[config.mk]
export PLATFORM = sky130hd
export DESIGN_NAME = whack_judge
export DESIGN_NICKNAME = d
export VERILOG_FILES = /design/src/rtl/whack_judge.sv
export SDC_FILE = /design/constraint.sdc
export NUM_CORES = 1
export LEC_CHECK = 0
export BUFFER_PORTS_ARGS = -buffer_cell sky130_fd_sc_hd__buf_2
export CORE_AREA = 2 2 51 53
export DETAILED_ROUTE_END_ITERATION = 12
export DIE_AREA = 0 0 53 55
export PLACE_DENSITY = 0.75
export REMOVE_ABC_BUFFERS = 1
export SETUP_SLACK_MARGIN = 0.5
export SYNTH_ARGS = -nofsm -noshare
export SYNTH_HDL_FRONTEND = slang
export SYNTH_SLANG_ARGS = --single-unit
[constraint.sdc]
create_clock -name clk -period 1.2 [get_ports clk]
set_input_delay 0.12 -clock clk [delete_from_list [all_inputs] [get_ports clk]]
set_output_delay 0.12 -clock clk [all_outputs]
set_load 0.01 [all_outputs]
[src/rtl/whack_judge.sv]
// whack_judge: turns raw hole buttons plus the visible-mole mask into clean, serialized
// one-cycle hit pulses for the score counter.
//
// Pipeline per button: 2-flop synchronizer -> debouncer -> rising-edge press detect ->
// judge (enable and mole_active checked) -> pending set -> lowest-index-first serializer.
//
// Ports:
//   clk           system clock
//   rst_n         asynchronous active-low reset
//   enable        high while the game is in START; hits judged only when high
//   btn           raw asynchronous buttons, active high
//   mole_active   synchronous mask of visible moles
//   score_trigger registered one-cycle pulse per accepted hit
//   hit_mask      registered one-hot index of the reported hit, zero when no pulse
//   miss_trigger  (only with WHACK_MISS_EN) one-cycle pulse after any enabled press on an
//                 empty hole
//
// Optional feature macro: WHACK_MISS_EN adds the miss_trigger output and its logic.
module whack_judge #(
  parameter int unsigned N_HOLES         = 4,
  parameter int unsigned DEBOUNCE_CYCLES = 4
) (
  input  logic               clk,
  input  logic               rst_n,
  input  logic               enable,
  input  logic [N_HOLES-1:0] btn,
  input  logic [N_HOLES-1:0] mole_active,
  output logic               score_trigger,
  output logic [N_HOLES-1:0] hit_mask
`ifdef WHACK_MISS_EN
  ,
  output logic               miss_trigger
`endif
);

  // Counter only needs to hold 0 .. DEBOUNCE_CYCLES-1; reaching DEBOUNCE_CYCLES flips instead.
  localparam int unsigned CntW   = (DEBOUNCE_CYCLES > 1) ? $clog2(DEBOUNCE_CYCLES) : 1;
  localparam logic [CntW-1:0] CntMax = CntW'(DEBOUNCE_CYCLES - 1);

  logic [N_HOLES-1:0] sync1_q, sync2_q;
  logic [N_HOLES-1:0] db_q, db_d;
  logic [N_HOLES-1:0] db_prev_q;
  logic [CntW-1:0]    cnt_q [N_HOLES];
  logic [CntW-1:0]    cnt_d [N_HOLES];
  logic [N_HOLES-1:0] pending_q, pending_d;
  logic               score_trigger_q, score_trigger_d;
  logic [N_HOLES-1:0] hit_mask_q, hit_mask_d;

  logic [N_HOLES-1:0] press;
  logic [N_HOLES-1:0] new_hits;
  logic [N_HOLES-1:0] grant;

  // Debouncer: free-running, independent of enable.
  always_comb begin
    db_d = db_q;
    for (int i = 0; i < int'(N_HOLES); i++) begin
      cnt_d[i] = '0;
      if (sync2_q[i] != db_q[i]) begin
        if (cnt_q[i] == CntMax) begin
          db_d[i]  = sync2_q[i];
          cnt_d[i] = '0;
        end else begin
          cnt_d[i] = cnt_q[i] + CntW'(1);
        end
      end
    end
  end

  // Rising edge of the debounced level only; release never counts.
  assign press    = db_q & ~db_prev_q;
  assign new_hits = enable ? (press & mole_active) : '0;
  // Isolate the lowest set pending bit.
  assign grant    = pending_q & (~pending_q + N_HOLES'(1));

  always_comb begin
    pending_d       = '0;
    score_trigger_d = 1'b0;
    hit_mask_d      = '0;
    if (enable) begin
      pending_d       = (pending_q & ~grant) | new_hits;
      score_trigger_d = |pending_q;
      hit_mask_d      = grant;
    end
  end

  always_ff @(posedge clk or negedge rst_n) begin
    if (!rst_n) begin
      sync1_q         <= '0;
      sync2_q         <= '0;
      db_q            <= '0;
      db_prev_q       <= '0;
      for (int i = 0; i < int'(N_HOLES); i++) cnt_q[i] <= '0;
      pending_q       <= '0;
      score_trigger_q <= 1'b0;
      hit_mask_q      <= '0;
    end else begin
      sync1_q         <= btn;
      sync2_q         <= sync1_q;
      db_q            <= db_d;
      db_prev_q       <= db_q;
      for (int i = 0; i < int'(N_HOLES); i++) cnt_q[i] <= cnt_d[i];
      pending_q       <= pending_d;
      score_trigger_q <= score_trigger_d;
      hit_mask_q      <= hit_mask_d;
    end
  end

  assign score_trigger = score_trigger_q;
  assign hit_mask      = hit_mask_q;

`ifdef WHACK_MISS_EN
  logic miss_trigger_q, miss_trigger_d;

  // Judged on the same edge as new_hits, so it leads the serializer by one cycle.
  assign miss_trigger_d = enable & (|(press & ~mole_active));

  always_ff @(posedge clk or negedge rst_n) begin
    if (!rst_n) begin
      miss_trigger_q <= 1'b0;
    end else begin
      miss_trigger_q <= miss_trigger_d;
    end
  end

  assign miss_trigger = miss_trigger_q;
`endif

endmodule

==> metrics <==
met3 GRT Util=7.258%; post-layout total power=3.512 mW; Post-Syn Area=0.001117 mm²; initial antenna violation count=0; CP startpoint=cnt_q[7]; Synth Instances=72; P_leak=0.7851 nW; Worst R2R Start=cnt_q[7]; clock root cell=clkbuf_4; first drt pass iteration count=4; n_diodes=0; row count=18; Peak supply drop=1.822 mV; met1 usage in global routing=17.99%; Port Buffers=15; Setup Slack @ Placement=0.1943 ns; Max clock buf depth=2; Max Fclk=990.0 MHz; pin count of the biggest net entering global routing=34; Syn. warnings=0; Die Ht=55 µm; Post-DP HPWL=1.118 mm; I/O Pins=16; Hold Fails Final Rpt=0; critical path peak fanout=2; CP Launch Type=flop; Pins Over Slew Limit=0; antenna violation net count after detailed routing=0; reg2reg setup slack=0.19 ns; Register-to-Register Path Depth=2; Worst-Skew Late Latency=0.32 ns; overflow left after global routing=0; period utilization=84.18%; Setup violations, final=0; Setup Skew=0.003516 ns; Min-Delay Path Depth=3; PnR worst setup slack=0.1899 ns; overall global routing resource usage=16.80%; drt total wl=2.197 mm; CTS Buf Count=5; clock transition at the registers of the reported paths=0.09 ns; Setup crit end=db_q[0]; Yosys cell types=17; CP Class=reg2reg; #FFs+latches synth=33; setup tns final=0 ns; first-pass GRT wire length=3.256 mm; die area=0.002915 mm²; vias per cell=4.816; layout cells sized above 1=57.66%; Critical Path End Type=flop; via count=679; RSZ-0062 raised after global routing=yes; P&R area growth vs syn=47.82%; actual slew at the worst max-slew pin=0.2867 ns; Critical Path RT=1.41 ns; Inst Count DP=117; Fin Hold WS=0.07031 ns; Filler cells=159; GR peak layer=met2; Initial Utilization=47.25%; Placer Congestion=0.6411; Routed WL per cell=15.58 µm; crit path time final=1.010 ns; Horiz. Die Dim=53 µm; crit path DAT=1.22 ns; post-synthesis sequential area ratio=73.91%; TritonCTS clock tree=yes; r2r endpoint=db_q[0]; status=finished clean; number of global-route vias before repair=731; number of DRC markers in iteration 0=9; Pwr Density=2126 mW/mm²; max-capacitance violation count=0; clk sinks=33; met2 Use GR=30.21%; core area=0.002365 mm²; relative slew slack=80.89%; CTS H-tree lvls=2; Mapped Avg Cell Area=15.52 µm²; # nets final=125; HP Class=in2reg; Final Non-Filler Cells=141; DRC viols=0
==> synthesized netlist by cell type <==
library cell | count | share of area, %
dfrtp_1 | 33 | 74
nor3_1 | 6 | 2.7
ha_1 | 4 | 4.5
mux2_2 | 4 | 4.0
nand2_1 | 4 | 1.3
nor2b_1 | 4 | 2.2
xnor2_1 | 4 | 3.1
a21boi_0 | 2 | 1.3
nand3b_1 | 2 | 1.3
o21ai_0 | 2 | 0.90
and2_1 | 1 | 0.56
and3_1 | 1 | 0.56
and4b_1 | 1 | 0.90
buf_2 | 1 | 0.45
nand4b_1 | 1 | 0.78
nor2_1 | 1 | 0.34
o41a_1 | 1 | 1.0
==> layer usage <==
metal	part of all wire [%]	vias to the layer above
met1	40	343
met4	0	0
met3	4.1	0
met5	0	-
met2	56	15
li1	-	321
==> flip-flops by register name (all words and copies together), names as in the netlist <==
register	flops
cnt_q	8
db_prev_q	4
db_q	4
hit_mask	4
pending_q	4
sync1_q	4
sync2_q	4
score_trigger	1
==> logic make-up after synthesis <==
| logic type | count (synthesis) | synth area share (%) |
|---|---|---|
| simple gates | 21 | 10.75 |
| fa+ha+maj | 4 | 4.479 |
| buf+inv | 1 | 0.4475 |
| xor+xnor | 4 | 3.135 |
| flops | 33 | 73.91 |
| compound gates | 5 | 3.247 |
| mux | 4 | 4.031 |
==> worst max-delay path, stage by stage, from the launching register on <==
cell and delay, ns:
dfrtp_1 0.42, ha_4 0.18, mux2_4 0.30
==> how the worst min path moves through the flow <==
stage | startpoint | endpoint | slack [ns]
2_1_floorplan | rst_n | cnt_q[0] | -0.18
3_3_place_gp | rst_n | sync1_q[1] | 0.15
3_5_place_dp | rst_n | sync1_q[1] | 0.16
4_1_cts | mole_active[2] | pending_q[2] | 0.06
5_1_grt | mole_active[3] | pending_q[3] | 0.07
6_report | mole_active[3] | pending_q[3] | 0.07
==> where the power goes <==
| group | switching (mW) | internal, mW | leakage [nW] |
|---|---|---|---|
| logic | 0.378 | 0.736 | 0.332 |
| clock network | 0.351 | 0.339 | 0.0413 |
| registers | 0.294 | 1.41 | 0.412 |
==> layout make-up <==
class                   count  area [µm²]  share of cell area [%]
clock inverters             1       5.005                  0.3030
repair buffers             32       247.7                   15.00
multi-input cells          38       466.7                   28.26
clock buffers               7       65.06                   3.939
well taps                  30       37.54                   2.273
flip-flops and latches     33       829.5                   50.23
==> stage by stage <==
stage | instance area [µm²] | utilization (%)
2_1_floorplan | 1112 | -
3_3_place_gp | 1232 | 52.12
3_5_place_dp | 1232 | 52.12
4_1_cts | 1534 | 64.87
5_1_grt | 1652 | 69.84
6_report | 1652 | 69.84
==> timing repair <==
| action | 4_1_cts | 5_1_grt |
|---|---|---|
| cloned | 0 | 0 |
| hold buffers | 5 | 0 |
| endpoints found under the hold margin | 37 | 0 |
| resized for setup | 30 | 18 |
| setup buffers | 6 | 5 |
| pin swaps | 12 | 6 |
| setup endpoints to repair | 24 | 60 |
==> placed cells by master (no fill, tap or decap) <==
master | synthesis | layout
mux2_4 | 0 | 4
nand2_1 | 4 | 2
o41a_1 | 1 | 1
ha_4 | 0 | 4
a21boi_2 | 0 | 1
dfrtp_1 | 33 | 30
o21ai_1 | 0 | 1
nor2b_1 | 4 | 2
xnor2_4 | 0 | 1
and4b_1 | 1 | 1
clkbuf_4 | 0 | 5
nor3_2 | 0 | 5
buf_4 | 0 | 5
clkbuf_8 | 0 | 2
and3_1 | 1 | 1
a21boi_1 | 0 | 1
nand2_4 | 0 | 1
nand3b_1 | 2 | 2
nor2_2 | 0 | 1
buf_2 | 1 | 14
nor3_4 | 0 | 1
dlygate4sd3_1 | 0 | 5
and2_4 | 0 | 1
nand2_2 | 0 | 1
dfrtp_2 | 0 | 3
nand4b_1 | 1 | 1
nor2b_4 | 0 | 2
buf_6 | 0 | 8
o21ai_2 | 0 | 1
xnor2_2 | 0 | 3
clkinv_2 | 0 | 1
No activity file was read; power rests on OpenSTA's default activity.
